[src/rtl/io_pkg.sv]
// Shared constants for the CPU-side IO bus: region codes,
// default widths and master indices.
package io_pkg;

  localparam int AW_DEF = 32;
  localparam int DW_DEF = 32;

  // addr[31:20] region codes seen by the IO decoder
  localparam logic [11:0] IO_DMEM       = 12'h001;
  localparam logic [11:0] IO_VGA        = 12'h002;
  localparam logic [11:0] IO_KEY        = 12'h003;
  localparam logic [11:0] IO_VGA_OFFSET = 12'h004;
  localparam logic [11:0] IO_VGA_COLOR  = 12'h005;

  localparam logic M_CPU = 1'b0;
  localparam logic M_DMA = 1'b1;

endpackage

[src/rtl/rr_pick2.sv]
// Two-way combinational pick: the holder keeps the bus while
// hold is set, otherwise the non-owner wins a contended cycle.
module rr_pick2 (
  input  logic [1:0] req,
  input  logic       owner,
  input  logic       hold,
  output logic [1:0] gnt
);

  logic win;

  always_comb begin
    gnt = 2'b00;
    win = hold ? owner : ~owner;
    unique case (req)
      2'b01:   gnt = 2'b01;
      2'b10:   gnt = 2'b10;
      2'b11:   gnt = win ? 2'b10 : 2'b01;
      default: gnt = 2'b00;
    endcase
  end

endmodule

[src/rtl/io_bus_arb.sv]
// Arbiter sharing the CPU IO bus between the CPU port (m0)
// and the console/DMA engine (m1), with one-cycle read return.
module io_bus_arb
  import io_pkg::*;
#(
  parameter int AW        = AW_DEF,
  parameter int DW        = DW_DEF,
  parameter int MAX_BURST = 4
) (
  input  logic          clk,
  input  logic          rst_n,
  input  logic          m0_req,
  input  logic [AW-1:0] m0_addr,
  input  logic [DW-1:0] m0_wdata,
  input  logic          m0_we,
  output logic          m0_gnt,
  output logic          m0_rvalid,
  output logic [DW-1:0] m0_rdata,
  input  logic          m1_req,
  input  logic [AW-1:0] m1_addr,
  input  logic [DW-1:0] m1_wdata,
  input  logic          m1_we,
  output logic          m1_gnt,
  output logic          m1_rvalid,
  output logic [DW-1:0] m1_rdata,
  output logic [AW-1:0] bus_addr,
  output logic [DW-1:0] bus_wdata,
  output logic          bus_en,
  output logic          bus_rd,
  input  logic [DW-1:0] bus_rdata
);

  localparam logic [3:0] LIMIT = 4'(MAX_BURST);

  logic       owner;
  logic [3:0] burst_cnt;
  logic       rd_pend;
  logic       rd_tag;

  logic [1:0] req;
  logic [1:0] gnt;
  logic       hold;
  logic       any;
  logic       idx;
  logic       sel_we;

  // nonzero count means the owner also won the previous cycle
  assign hold = (burst_cnt != 4'd0) && (burst_cnt < LIMIT);
  assign req  = {m1_req, m0_req} & {2{rst_n}};

  rr_pick2 u_pick (
    .req   (req),
    .owner (owner),
    .hold  (hold),
    .gnt   (gnt)
  );

  assign any = |gnt;
  assign idx = gnt[M_DMA];

  always_comb begin
    bus_addr  = '0;
    bus_wdata = '0;
    sel_we    = 1'b0;
    unique case (1'b1)
      gnt[M_CPU]: begin
        bus_addr  = m0_addr;
        bus_wdata = m0_wdata;
        sel_we    = m0_we;
      end
      gnt[M_DMA]: begin
        bus_addr  = m1_addr;
        bus_wdata = m1_wdata;
        sel_we    = m1_we;
      end
      default: ;
    endcase
  end

  // bus_rd only on a granted read: keyboard pops are destructive
  assign bus_en = any & sel_we;
  assign bus_rd = any & ~sel_we;

  assign m0_gnt = gnt[M_CPU];
  assign m1_gnt = gnt[M_DMA];

  assign m0_rvalid = rst_n & rd_pend & (rd_tag == M_CPU);
  assign m1_rvalid = rst_n & rd_pend & (rd_tag == M_DMA);
  assign m0_rdata  = m0_rvalid ? bus_rdata : '0;
  assign m1_rdata  = m1_rvalid ? bus_rdata : '0;

  always_ff @(posedge clk) begin
    if (!rst_n) begin
      owner     <= 1'b1;
      burst_cnt <= 4'd0;
      rd_pend   <= 1'b0;
      rd_tag    <= 1'b0;
    end else begin
      rd_pend <= bus_rd;
      if (bus_rd) begin
        rd_tag <= idx;
      end
      if (!any) begin
        burst_cnt <= 4'd0;
      end else if (idx == owner && burst_cnt != 4'd0) begin
        if (burst_cnt != 4'hf) begin
          burst_cnt <= burst_cnt + 4'd1;
        end
      end else begin
        owner     <= idx;
        burst_cnt <= 4'd1;
      end
    end
  end

endmodule
[config.mk]
export PLATFORM = sky130hd
export DESIGN_NAME = io_bus_arb
export DESIGN_NICKNAME = d
export VERILOG_FILES = /design/src/rtl/io_pkg.sv /design/src/rtl/rr_pick2.sv /design/src/rtl/io_bus_arb.sv
export SDC_FILE = /design/constraint.sdc
export NUM_CORES = 1
export LEC_CHECK = 0
export BUFFER_PORTS_ARGS = -buffer_cell sky130_fd_sc_hd__buf_4
export CORE_AREA = 2 2 116 118
export DETAILED_ROUTE_END_ITERATION = 12
export DIE_AREA = 0 0 118 120
export PLACE_DENSITY = 0.49
export SLEW_MARGIN = 20
export SYNTH_ARGS = -nofsm -noshare
export SYNTH_HDL_FRONTEND = slang
export SYNTH_HIERARCHICAL = 1
export SYNTH_SLANG_ARGS = --single-unit
[constraint.sdc]
create_clock -name clk -period 2.9 [get_ports clk]
set_input_delay 0.725 -clock clk [delete_from_list [all_inputs] [get_ports clk]]
set_output_delay 0.725 -clock clk [all_outputs]
set_load 0.02 [all_outputs]
; ---- Word level (Yosys, flattened, before mapping)
; Index checks and enable logic that the tools add are counted.
[classes]
n_addsub = 1
mul = 0
n_div = 0
magnitude_cmp = 1
n_eq_ne = 6
shifts = 0
n_mux = 10
bitwise = 10
reduce_logical = 7
[ops]
columns = operator, count
row1 = $pmux W32 S2, 2
row2 = $mux W32, 2
row3 = $pmux W2 S3, 1
row4 = $and A1 B1 Y1, 5
row5 = $add A4 B1 Y4 const B, 1
row6 = $eq A2 B2 Y1 const B, 2
row7 = $lt A4 B3 Y1 const B, 1
row8 = $ne A4 B4 Y1 const B, 1
row9 = $not A1 Y1, 4
row10 = $reduce_and A2 Y1, 2
row11 = $reduce_bool A4 Y1, 1
row12 = $mux W1, 3
row13 = $reduce_and A3 Y1, 1
row14 = $and A2 B2 Y2, 1
row15 = $eq A2 B1 Y1 const B, 1
row16 = $logic_and A1 B1 Y1, 2
row17 = $mux W2, 1
row18 = $ne A2 B1 Y1 const B, 1
row19 = $pmux W1 S2, 1
row20 = $reduce_or A2 Y1, 1
row21 = $eq A1 B1 Y1, 1
[totals]
reg_bits = 7
latch_bits = 0
ram_bits = 0
rom_bits = 0
out_inout_bits = 134
word_cells = 40
mem_count = 0

; ---- Depth between registers and ports, before layout
; Gate-level depths: netlist of run 1.
[depth]
ltp_word = 9
mapped_depth = 10

; ---- Modules after synthesis
; Netlist of run 1, hierarchy kept.
[modules_own_cells]
columns = mod, instances, cells_per_inst, area_each_um2
row1 = io_bus_arb, 1, 195, 1446.4
row2 = rr_pick2, 1, 4, 25.0

; ---- Least setup slack after synthesis of run 1
; No wires, ideal clock.
[synth_timing]
path_kind = register to output
start = register burst_cnt[0]
end = output bus_rd
arrival_time_ps = 2267
required_time_ps = 2175
setup_slack_ps = -92
stages_incl_launch_ff = 11
path_cell_list = dfxtp_1 inv_1 ha_1 nor3_1 xor2_1 a21oi_1 buf_4 buf_2 buf_2 nor2_1 nor2_1
[synth_via]
elab_chain_len = 8
[synth_lines]
columns = element, line_no
row1 = from (decl), io_bus_arb.sv:36  ; logic [3:0] burst_cnt;
row2 = from (signal assigned), io_bus_arb.sv:107  ; burst_cnt <= burst_cnt + 4'd1;
row3 = $lt A4 B3 Y1 / $reduce_bool A4 Y1 (equally long branches), io_bus_arb.sv:48  ; assign hold = (burst_cnt != 4'd0) && (burst_cnt < LIMIT);
row4 = $logic_and A1 B1 Y1 (*), io_bus_arb.sv:48
row5 = net hold, io_bus_arb.sv:42  ; logic hold;
row6 = $mux W1 (*), rr_pick2.sv:14  ; win = hold ? owner : ~owner;
row7 = $mux W2 (*), rr_pick2.sv:18  ; 2'b11: gnt = win ? 2'b10 : 2'b01;
row8 = $pmux W2 S3 (*), rr_pick2.sv:15  ; unique case (req)
row9 = net m1_gnt, io_bus_arb.sv:23  ; output logic m1_gnt,
row10 = $pmux W1 S2, io_bus_arb.sv:65  ; unique case (1'b1)
row11 = $not A1 Y1, io_bus_arb.sv:82  ; assign bus_rd = any & ~sel_we;
row12 = $and A1 B1 Y1 (*), io_bus_arb.sv:82
row13 = to (decl), io_bus_arb.sv:29  ; output logic bus_rd,
; Mark *: on every way through the listed nets, which the timed path passes. The rest lies on a longest branch.

; ---- Worst setup path in the final report of run 1
[layout_timing]
start = register burst_cnt[0]
end = output bus_wdata[5]
[layout_via]
elab_chain_len = 6
[layout_lines]
columns = element, line_no
row1 = $lt A4 B3 Y1 / $reduce_bool A4 Y1 (equally long branches), io_bus_arb.sv:48
row2 = $logic_and A1 B1 Y1 (*), io_bus_arb.sv:48
row3 = net hold, io_bus_arb.sv:42
row4 = $mux W1 (*), rr_pick2.sv:14
row5 = $mux W2 (*), rr_pick2.sv:18
row6 = $pmux W2 S3 (*), rr_pick2.sv:15
row7 = $pmux W32 S2 (*), io_bus_arb.sv:65
row8 = to (decl), io_bus_arb.sv:27  ; output logic [DW-1:0] bus_wdata,
; Marked as above.

==> results of run 1 <==
==> state kept, by name (all words and copies together) (netlist names) <==
name       count
owner          1
rd_pend        1
rd_tag         1
burst_cnt      4
==> repair_timing <==
action | 4_1_cts | 5_1_grt
hold buffers | 0 | 0
buffers inserted | 0 | 1
pin swaps | 2 | 4
setup endpoints to repair | 54 | 58
endpoints found under the hold margin | 0 | 0
cloned | 0 | 1
gates resized for setup | 5 | 4
==> area by class of cell <==
class | count | area, µm²
Multi-Input combinational cell | 167 | 1240
Clock buffer | 4 | 78.8
Sequential cell | 7 | 145
Fill cell | 1393 | 8840
Inverter | 3 | 11.3
Timing Repair Buffer | 313 | 2440
Tap cell | 176 | 220
==> worst paths after layout <==
kind                             start                   endpoint  slack (ns)  cells past startpoint
min          burst_cnt[1]$_SDFFE_PN0P_  burst_cnt[1]$_SDFFE_PN0P_        0.55                      2
max          burst_cnt[0]$_SDFFE_PN0P_               bus_wdata[5]        0.05                      9
max reg2reg  burst_cnt[0]$_SDFFE_PN0P_  burst_cnt[3]$_SDFFE_PN0P_        0.71                     10
min reg2reg  burst_cnt[1]$_SDFFE_PN0P_  burst_cnt[1]$_SDFFE_PN0P_        0.55                      2
==> power by group <==
part | switching, mW | total [mW] | leakage [nW] | internal [mW]
clock | 0.0537 | 0.237 | 0.0382 | 0.183
sequential | 0.00397 | 0.104 | 0.0582 | 0.100
combinational | 0.275 | 0.611 | 2.13 | 0.337
==> tightest hold or removal path, cell delays in order (launching register included) <==
cell     delay, ns
dfxtp_2       0.36
mux2i_1       0.07
nor2_1        0.07
==> routing by layer <==
layer / vias up / share of wire
met1: 1269 / 0.36
met5: - / 0
met3: 7 / 0.090
met2: 183 / 0.54
met4: 0 / 0.010
li1: 1316 / -
==> kinds of logic (layout without fill, tap and decap cells) <==
family / after synthesis / in the layout
simple gates: 85 / 85
compound gates: 76 / 76
buf+inv: 25 / 320
flops: 7 / 7
xor+xnor: 3 / 3
fa+ha+maj: 2 / 2
mux: 1 / 1
==> metrics by stage <==
| step | hold WS, ns | setup slack [ns] | cell area (µm²) |
|---|---|---|---|
| 6_report | 0.545 | 0.0509 | 4140 |
| 5_1_grt | 0.578 | 0.00183 | 4140 |
| 4_1_cts | 0.545 | 0.0418 | 4080 |
| 3_5_place_dp | 0.536 | 0.170 | 3980 |
| 3_3_place_gp | 0.528 | 0.195 | 3980 |
| 2_1_floorplan | 0.500 | 0.0355 | 1480 |
==> cells in the final DEF (no fill, tap or decap), types with 2 or more instances in the layout <==
cell type	n
nand3_1	2
nor2_2	2
inv_1	3
dfxtp_1	5
nand2b_1	2
o21ai_0	2
and2_1	66
clkbuf_16	4
a22o_1	65
buf_4	306
buf_12	4
a21oi_1	4
nand3b_1	2
nor2_1	6
==> reports/qor.log, run 1 <==
qor: cells_and_area.flow.area_growth_from_synthesis 181%
qor: synth.synth-xor-area-share 0.0179
qor: clocking.clock_tree.root_cell clkbuf_16
qor: synth.combinational_family_with_the_most_area_after_synthesis compound AO/OA/AOI/OAI gates
qor: routing.via_count 2,775
qor: floorplanning.rows 42
qor: pwr.power.density 230 mW/mm²
qor: global_route.overflow 0
qor: global_route.pin_count_of_the_biggest_net_entering_global_routing 40
qor: routing.post-route-drc-count 0
qor: synth.synth_sequential_area_ratio 0.0952
qor: pwr.power_leakage 2.23 nW
qor: clocking.tritoncts built
qor: sta.final_min_period_over_clock_period 0.982
qor: critical_path.slowest_stage dfxtp_4
qor: global_route.overall_global_routing_usage 0.148
qor: critical_path.critPathMaxFanout 27
qor: routing.detail_route.wirelength 11,400 µm
qor: synth.top_area_cell_type_share_of_the_netlist_area 0.387
qor: synth.post_synthesis_compound_gate_area_fraction 0.429
qor: clocking.cts-htree-levels 1
qor: routing.detail-route-antenna-nets 0
qor: sta.final.min_clock_period 2.85 ns
qor: critical_path.timing.critical_path.max_delay_family buffers and inverters
qor: clocking.clk_latency 0.23 ns
qor: synth.synth_top_area_cell a22o_1
qor: cells_and_area.layoutNonFillerInstCount 670
qor: global_route.initial_antenna_violation_count 0
qor: critical_path.crit_type flip-flop to output pin
qor: pwr.peakVddDrop 0.145 mV
qor: critical_path.path_cells inv_1, ha_2, nor3_4, xor2_2, o21a_2, buf_12, buf_16, a22o_1, buf_4
qor: synth.synth-edff-count 0
qor: place.hpwl_reported_at_the_end_of_detailed_placement 9810 µm
qor: clocking.clock_path_buffers 2
qor: global_route.grt_pass1_wl 16,400 µm
qor: synth.synth_flop_cell dfxtp_1
qor: clocking.number_of_buffers_created_by_cts 3
qor: sta.rsz0062_at_grt no
qor: floorplanning.io-pin-count 300
qor: status.outcome completed
qor: critical_path.timing.critical_path.from_type flip-flop
qor: synth.async_set_or_reset_flop_fraction_in_the_synthesized_netlist 0
qor: routing.drt-vias-per-instance 4.14
qor: floorplanning.design.core.area 0.0130 mm²
qor: place.gp_routability_congestion 0.829
qor: sta.max_slew.worst_pin.slew 0.319 ns
qor: place.dpl.cell_count 664
qor: critical_path.worstSetupEndpointType output pin
qor: critical_path.critPathRequiredTime 2.17 ns
qor: synth.post_synth_inst_count 199
qor: global_route.globalRouteMet2Util 0.286
qor: synth.synth_mux_area_frac 0.00680
qor: synth.top_cells_by_area_in_the_synthesized_netlist a22o_1 39%, and2_1 28%, dfxtp_1 9.5%
qor: synth.post_synth_most_frequent_cells 66 x and2_1, 65 x a22o_1, 14 x buf_2, 7 x dfxtp_1, 6 x nor2_1
qor: pwr.finalPower 952 µW
qor: global_route.grtUsageMet3 0.0375
qor: critical_path.critPathBufInv 4
qor: global_route.grt_busiest_layer met2
qor: clocking.clk_pin_slew 0.04 ns
qor: synth.yosys.area_share.adder 0.0170
qor: min_path.worst_hold_path_type flip-flop to flip-flop
qor: sta.setup_tns 0 ns
qor: cells_and_area.diodes 0
qor: critical_path.crit_arrival 2.12 ns
qor: routing.wire_per_inst 17.0 µm
qor: flow_run.maxCapViolCount 0
qor: global_route.number_of_global_route_vias_before_repair 2,757
qor: critical_path.slowest_delay 0.36 ns
qor: synth.number_of_unique_standard_cell_types_used_by_synthesis 28
qor: cells_and_area.drive_gt1_frac 0.660
qor: floorplanning.initial_core_util 0.113
qor: synth.postSynthNetCount 367
qor: synth.yosysWarningCount 6
qor: floorplanning.die_area 0.0142 mm²
qor: floorplanning.die_w 118 µm
qor: sta.timing.final.setup_violations 0
qor: sta.maxSlewViolCount 0
qor: sta.timing.max_slew.rel_slack 0.787
qor: synth.synthesis.area 0.00147 mm²
qor: floorplanning.fp.dieH 120 µm
qor: routing.drt_first_pass_iters 4
qor: synth.syn-mean-instance-area 7.39 µm²
qor: cells_and_area.nNetsFinal 663
qor: clocking.clock_sink_count 7
qor: sta.achievable-frequency 0.351 GHz
qor: sta.hold_viol_final 0
qor: cells_and_area.fin_util 0.319
qor: synth.synth-seq-cells 7
qor: place.io_buffers 299
qor: synth.yosys.cell_count.top_type and2_1
qor: sta.skew 0.00107 ns
qor: global_route.globalRouteMet1Util 0.160
qor: routing.first_iter_violations 72
qor: synth.simple_gate_share_of_the_synthesized_area 0.352
Power figures use the tool's default switching activity.
==> run 2, diff against run 1 <==
- CORE_AREA: 2 2 116 118 -> 5 5 113 115
- PLACE_DENSITY: 0.49 -> 0.52
==> run 2 against run 1 <==
  * Combinational power increased by 2%
  * Register-to-register slack got worse by 0.05 ns
  * Non-clock buffer count increased by 3
  * Final cell count decreased by 3.9%
  * Wire length decreased by 2.5%
  * Utilization increased by 3.7 points
  * Clock skew decreased by 0.00060 ns
  * Final area increased by 0.69%
  * Setup slack improved by 0.017 ns
  * Sequential share of layout area about the same
  * Largest power group unchanged
==> reports/qor.log, run 2 (same netlist as run 1, synthesis figures left out) <==
qor: status.outcome completed
qor: floorplanning.fp.dieH 120 µm [unchanged]
qor: pwr.total_switching_power 334 µW [+0.53%]
qor: pwr.swShare 0.347 [-0.00174]
qor: cells_and_area.diodes 0 [unchanged]
qor: pwr.peakVddDrop 0.123 mV [-15%]
qor: critical_path.critPathBufInv 5 [+1]
qor: sta.max_slew.worst_pin.slew 0.284 ns [-0.0351 ns]
qor: critical_path.critPathMaxFanout 18 [-33%]
qor: critical_path.path_common_cell buf_12
qor: global_route.grt_pass1_wl 15,600 µm [-4.8%]
qor: floorplanning.rows 40 [-4.8%]
qor: critical_path.timing.critical_path.from_type flip-flop
qor: routing.detail-route-antenna-nets 0 [unchanged]
qor: routing.drt_first_pass_iters 4 [unchanged]
qor: routing.first_iter_violations 89 [+24%]
qor: global_route.overall_global_routing_usage 0.134 [-0.0133]
qor: routing.detail_route.wirelength 11,100 µm [-2.5%]
qor: sta.final.min_clock_period 2.83 ns [-0.0172 ns]
qor: cells_and_area.drive_gt1_frac 0.668 [+0.00809]
qor: sta.timing.max_slew.rel_slack 0.810 [+0.0234]
qor: global_route.initial_antenna_violation_count 0 [unchanged]
qor: cells_and_area.mostFrequentLayoutCell buf_4
qor: critical_path.timing.reg2reg.worst_path_depth 10 [unchanged]
qor: critical_path.crit_path_end bus_wdata[23]
qor: critical_path.crit_cells 10 [+1]
qor: place.io_buffers 299 [unchanged]
qor: routing.drt-vias-per-instance 4.31 [+4.0%]
qor: floorplanning.design.core.area 0.0117 mm² [-9.8%]
qor: global_route.number_of_global_route_vias_before_repair 2,881 [+4.5%]
qor: min_path.hold-path-cell-count 2 [unchanged]
qor: sta.achievable-frequency 0.353 GHz [+0.61%]
qor: critical_path.timing.critical_path.max_delay_family buffers and inverters
qor: critical_path.path_cells inv_1, ha_4, nor3_4, xor2_1, buf_4, a21oi_4, buf_12, buf_12, a22o_1, buf_6
qor: critical_path.crit_type flip-flop to output pin
qor: clocking.clk_latency 0.23 ns [about the same]
qor: place.gp_routability_congestion 0.844 [+1.7%]
qor: sta.timing.final.setup_violations 0 [unchanged]
qor: critical_path.worstSetupEndpointType output pin
qor: global_route.pin_count_of_the_biggest_net_entering_global_routing 49 [+23%]
qor: routing.wire_per_inst 17.2 µm [+1.5%]
qor: critical_path.crit_arrival 2.11 ns [about the same]
qor: pwr.power_leakage 2.26 nW [+1.4%]
qor: cells_and_area.most-common-layout-cells 306 x buf_4, 66 x and2_1, 62 x a22o_1
qor: critical_path.slowest_stage dfxtp_4
qor: pwr.power.density 231 mW/mm² [+0.34%]
qor: clocking.ctsHoldBuffers 0 [unchanged]
qor: sta.setup_ws_post_layout 0.0681 ns [+0.0172 ns]
qor: critical_path.crit-reg2reg-capture burst_cnt[3]$_SDFFE_PN0P_
qor: floorplanning.die_w 118 µm [unchanged]
qor: place.hpwl_reported_at_the_end_of_detailed_placement 9090 µm [-7.3%]
qor: clocking.clk_pin_slew 0.04 ns [about the same]
qor: cells_and_area.register_with_the_most_flip_flops burst_cnt
qor: critical_path.worst_r2r_startpoint burst_cnt[0]$_SDFFE_PN0P_
qor: clocking.tritoncts built
qor: critical_path.cp-startpoint burst_cnt[0]$_SDFFE_PN0P_
qor: place.post-place-ws 0.147 ns [-0.0235 ns]
qor: sta.maxSlewViolCount 0 [unchanged]
qor: routing.post-route-drc-count 0 [unchanged]
qor: pwr.power.share.clock 0.247 [-0.002]
qor: global_route.overflow 0 [unchanged]
qor: sta.final_min_period_over_clock_period 0.977 [-0.00592]
qor: floorplanning.io-pin-count 300 [unchanged]
qor: flow_run.maxCapViolCount 0 [unchanged]
qor: clocking.clock_sink_count 7 [unchanged]
qor: sta.skew 0.000467 ns [-0.000600 ns]
qor: cells_and_area.nNetsFinal 666 [+0.45%]
qor: floorplanning.initial_core_util 0.126 [+0.0123]
qor: routing.via_count 2,774 [-0.036%]
qor: min_path.worst_hold_path_type flip-flop to flip-flop
qor: floorplanning.die_area 0.0142 mm² [unchanged]
qor: pwr.power.sequential.fraction 0.106 [-0.003]
qor: pwr.combinational_power_share 0.647 [+0.005]
qor: clocking.number_of_buffers_created_by_cts 3 [unchanged]
qor: critical_path.critPathRequiredTime 2.17 ns [about the same]
qor: clocking.cts-htree-levels 1 [unchanged]
qor: cells_and_area.largest_reg_flops 4 [unchanged]
qor: clocking.clock_path_buffers 2 [unchanged]
qor: critical_path.internal_reg_to_reg_setup_slack 0.66 ns [-0.05 ns]
qor: pwr.p_int 628 µW [+1.3%]
qor: critical_path.slowest_delay 0.34 ns [-0.02 ns]
qor: place.placement.cell_area 0.00388 mm² [-2.5%]
qor: clocking.clock_tree.root_cell clkbuf_16
qor: cells_and_area.flow.area_growth_from_synthesis 183%
qor: sta.hold_viol_final 0 [unchanged]
qor: cells_and_area.cell_area_after_layout 0.00417 mm² [+0.69%]
## run 2: worst register-to-register path, cell delays in order, from the launching register on
cell     delay [ns]
dfxtp_4        0.34
inv_1          0.07
ha_4           0.18
nor3_4         0.16
xor2_1         0.10
buf_4          0.15
a21oi_4        0.15
buf_4          0.31
o21ai_1        0.18
a211o_1        0.35
nor3_2         0.17
## run 2: timing repair
item,in CTS,in global routing
cloned,1,2
resized for setup,4,17
pin swaps,3,7
endpoints found under the setup margin,65,65
setup buffers,4,4
## run 2: how the worst min path moves through the flow
stage,from,to,slack (ns)
3_3_place_gp,owner$_SDFFE_PN1P_,owner$_SDFFE_PN1P_,0.54
2_1_floorplan,owner$_SDFFE_PN1P_,owner$_SDFFE_PN1P_,0.50
3_5_place_dp,owner$_SDFFE_PN1P_,owner$_SDFFE_PN1P_,0.53
4_1_cts,owner$_SDFFE_PN1P_,owner$_SDFFE_PN1P_,0.54
5_1_grt,owner$_SDFFE_PN1P_,owner$_SDFFE_PN1P_,0.57
6_report,burst_cnt[1]$_SDFFE_PN0P_,burst_cnt[1]$_SDFFE_PN0P_,0.53
## run 2: power by group through the flow
stage	Sequential (mW)	Combinational, mW	Clock [mW]
2_1_floorplan	0.105	0.243	0
3_3_place_gp	0.105	0.585	0
3_5_place_dp	0.105	0.585	0
4_1_cts	0.104	0.603	0.241
5_1_grt	0.102	0.663	0.246
6_report	0.102	0.622	0.238
## run 2: cell type report
class	count	area, µm²
fill	1232	7540
inverter	3	11.3
tap	147	184
multi-input combinational	167	1270
timing repair buffer	316	2480
clock buffer	4	78.8
sequential	7	148
## run 2: per-stage QoR
stage	cells	setup TNS [ns]	total power, mW	hold WS, ns	utilization
global placement	630	0	0.690	0.535	0.331
global route	644	-0.268	1.01	0.572	0.356
detailed placement	630	0	0.690	0.535	0.331
floorplan	199	0	0.347	0.500	-
CTS	639	0	0.948	0.540	0.345
finish	644	0	0.962	0.530	0.356
## run 2: metal layers
metal,wire length (µm),GRT usage,up-vias,share of wire
met4,189,0.0330,0,0.017
met5,0,0,-,0
li1,-,-,1325,-
met3,1190,0.0434,16,0.11
met1,3900,0.147,1241,0.35
met2,5810,0.250,192,0.52
==> run 3, diff against run 2 <==
- CORE_AREA: 5 5 113 115 -> 4 4 115 117
- CTS_CLUSTER_SIZE: unset -> 20
- DIE_AREA: 0 0 118 120 -> 0 0 119 121
- PLACE_DENSITY: 0.52 -> 0.5
- RECOVER_POWER: unset -> 25
==> run 3 against run 2 <==
  * Die area up 1.7%
  * Clock skew up 0.00060 ns
  * Highest routed layer unchanged
  * Clock-buffer cell count unchanged
==> reports/qor.log, run 3 (same netlist as run 1, synthesis figures left out) <==
qor: sta.rsz0062_at_grt yes
qor: min_path.min_delay_worst_endpoint burst_cnt[1]$_SDFFE_PN0P_
qor: critical_path.crit-reg2reg-capture burst_cnt[3]$_SDFFE_PN0P_
qor: cells_and_area.layoutNonFillerInstCount 667 [+3.6%]
qor: routing.detail-route-antenna-nets 0 [unchanged]
qor: sta.hold_viol_final 0 [unchanged]
qor: critical_path.crit_arrival 2.12 ns [about the same]
qor: global_route.overflow 0 [unchanged]
qor: cells_and_area.mostFrequentLayoutCell buf_4
qor: sta.timing.final.setup_violations 0 [unchanged]
qor: floorplanning.rows 41 [+2.5%]
qor: pwr.power.density 229 mW/mm² [-0.61%]
qor: routing.wire_per_inst 16.6 µm [-3.9%]
qor: place.placement.cell_area 0.00390 mm² [+0.42%]
qor: min_path.worst_hold_path_type flip-flop to flip-flop
qor: sta.skew 0.00107 ns [+0.000600 ns]
qor: global_route.number_of_global_route_vias_before_repair 2,872 [-0.31%]
qor: critical_path.crit_type flip-flop to output pin
qor: clocking.clock_sink_count 7 [unchanged]
qor: routing.drt-vias-per-instance 4.11 [-4.5%]
qor: clocking.clock_tree.root_cell clkbuf_16
qor: floorplanning.die_w 119 µm [+0.85%]
qor: cells_and_area.diodes 0 [unchanged]
qor: cells_and_area.largest_reg_flops 4 [unchanged]
qor: sta.final.min_clock_period 2.85 ns [+0.0177 ns]
qor: critical_path.internal_reg_to_reg_setup_slack 0.71 ns [+0.05 ns]
qor: cells_and_area.drive_gt1_frac 0.665 [-0.00336]
qor: routing.first_iter_violations 69 [-22%]
qor: clocking.cts-htree-levels 1 [unchanged]
qor: cells_and_area.most-common-layout-cells 304 x buf_4, 66 x and2_1, 64 x a22o_1
qor: place.io_buffers 299 [unchanged]
qor: flow_run.maxCapViolCount 0 [unchanged]
qor: status.outcome completed
qor: cells_and_area.flow.area_growth_from_synthesis 185%
qor: cells_and_area.nNetsFinal 664 [-0.30%]
qor: global_route.grt_pass1_wl 15,400 µm [-1.7%]
qor: cells_and_area.seq_area 148 µm² [unchanged]
qor: pwr.finalPower 962 µW [about the same]
qor: min_path.hold_path_startpoint burst_cnt[1]$_SDFFE_PN0P_
qor: clocking.clock_path_buffers 2 [unchanged]
qor: routing.post-route-drc-count 0 [unchanged]
qor: min_path.hold-path-cell-count 2 [unchanged]
qor: floorplanning.die_area 0.0144 mm² [+1.7%]
qor: place.dpl.cell_count 653 [+3.7%]
qor: critical_path.timing.reg2reg.worst_path_depth 9 [-1]
qor: clocking.number_of_buffers_created_by_cts 3 [unchanged]
qor: global_route.initial_antenna_violation_count 0 [unchanged]
qor: routing.detail_route.wirelength 11,000 µm [-0.46%]
qor: global_route.pin_count_of_the_biggest_net_entering_global_routing 46 [-6.1%]
qor: global_route.overall_global_routing_usage 0.131 [-0.00368]
qor: pwr.peakVddDrop 0.157 mV [+28%]
qor: cells_and_area.fin_util 0.339 [-0.0167]
qor: critical_path.worst_r2r_startpoint burst_cnt[0]$_SDFFE_PN0P_
qor: floorplanning.io-pin-count 300 [unchanged]
qor: sta.timing.hold.ws 0.554 ns [+0.0236 ns]
qor: pwr.power_leakage 2.25 nW [-0.41%]
qor: floorplanning.design.core.area 0.0124 mm² [+5.6%]
qor: place.gp_routability_congestion 0.731 [-13%]
qor: critical_path.timing.critical_path.from_type flip-flop
qor: place.hpwl_reported_at_the_end_of_detailed_placement 8980 µm [-1.2%]
qor: cells_and_area.cell_area_after_layout 0.00420 mm² [+0.63%]
qor: clocking.clk_pin_slew 0.04 ns [about the same]
qor: sta.maxSlewViolCount 0 [unchanged]
qor: floorplanning.initial_core_util 0.119 [-0.00662]
qor: sta.max_slew.worst_pin.slew 0.851 ns [+0.567 ns]
qor: sta.achievable-frequency 0.351 GHz [-0.62%]
qor: floorplanning.fp.dieH 121 µm [+0.83%]
qor: clocking.tritoncts built
qor: routing.drt_first_pass_iters 4 [unchanged]
qor: sta.final_min_period_over_clock_period 0.983 [+0.00610]
qor: cells_and_area.nFillCells 1,308 [+6.2%]
qor: cells_and_area.multi_input_area 0.00126 mm² [-0.49%]
qor: clocking.clk_latency 0.23 ns [about the same]
qor: critical_path.worstSetupEndpointType output pin
qor: cells_and_area.register_with_the_most_flip_flops burst_cnt
qor: sta.timing.max_slew.rel_slack 0.433 [-0.377]
qor: critical_path.critPathMaxFanout 22 [+4]
qor: critical_path.critPathRequiredTime 2.17 ns [about the same]
qor: routing.via_count 2,743 [-1.1%]
run 3: worst max-delay path by stage:
stage | startpoint | slack [ns] | endpoint | cells past startpoint
finish | burst_cnt[0]$_SDFFE_PN0P_ | 0.05 | bus_addr[0] | 9
CTS | burst_cnt[0]$_SDFFE_PN0P_ | 0.02 | bus_rd | 9
global placement | burst_cnt[0]$_SDFFE_PN0P_ | 0.20 | bus_wdata[30] | 8
global route | burst_cnt[0]$_SDFFE_PN0P_ | -0.03 | bus_addr[18] | 9
floorplan | burst_cnt[0]$_SDFFE_PN0P_ | 0.04 | bus_rd | 9
detailed placement | burst_cnt[0]$_SDFFE_PN0P_ | 0.12 | bus_wdata[15] | 8
run 3: timing repair:
action                     in CTS  in global routing
resized for setup               7                  9
setup buffers                   4                  3
hold buffers                    0                  0
pin swaps                       2                  5
gates cloned                    1                  2
setup endpoints to repair      65                 65
run 3: layout make-up:
cell class | instances | area share
Clock buffer | 4 | 0.0188
Inverter | 3 | 0.00268
Multi-Input combinational cell | 167 | 0.301
Sequential cell | 7 | 0.0352
Tap cell | 172 | 0.0513
Timing Repair Buffer | 314 | 0.591
run 3: worst max-delay path: stages (launching register included):
cell and delay [ns]:
dfxtp_4 0.36, inv_1 0.05, ha_2 0.21, nor3_4 0.21, xor2_2 0.25, a21oi_4 0.10
buf_4 0.16, clkbuf_16 0.18, a22o_1 0.22, buf_4 0.15
run 3: layer usage:
layer	GRT usage	vias up	wire, µm
met4	0.0217	0	78
met3	0.0452	6	1250
li1	-	1322	-
met2	0.241	191	5660
met1	0.147	1224	4050
met5	0	-	0
run 3: metrics by stage:
step	TNS (ns)	worst slack, ns
6_report	0	0.0504
5_1_grt	-0.519	-0.0346
4_1_cts	0	0.0207
3_5_place_dp	0	0.120
3_3_place_gp	0	0.205
2_1_floorplan	0	0.0355
run 3: power by group:
group	leakage (nW)	internal, mW	switching, mW
Sequential	0.0585	0.0993	0.00371
Clock	0.0382	0.183	0.0538
Combinational	2.16	0.345	0.277
Total	2.25	0.628	0.335
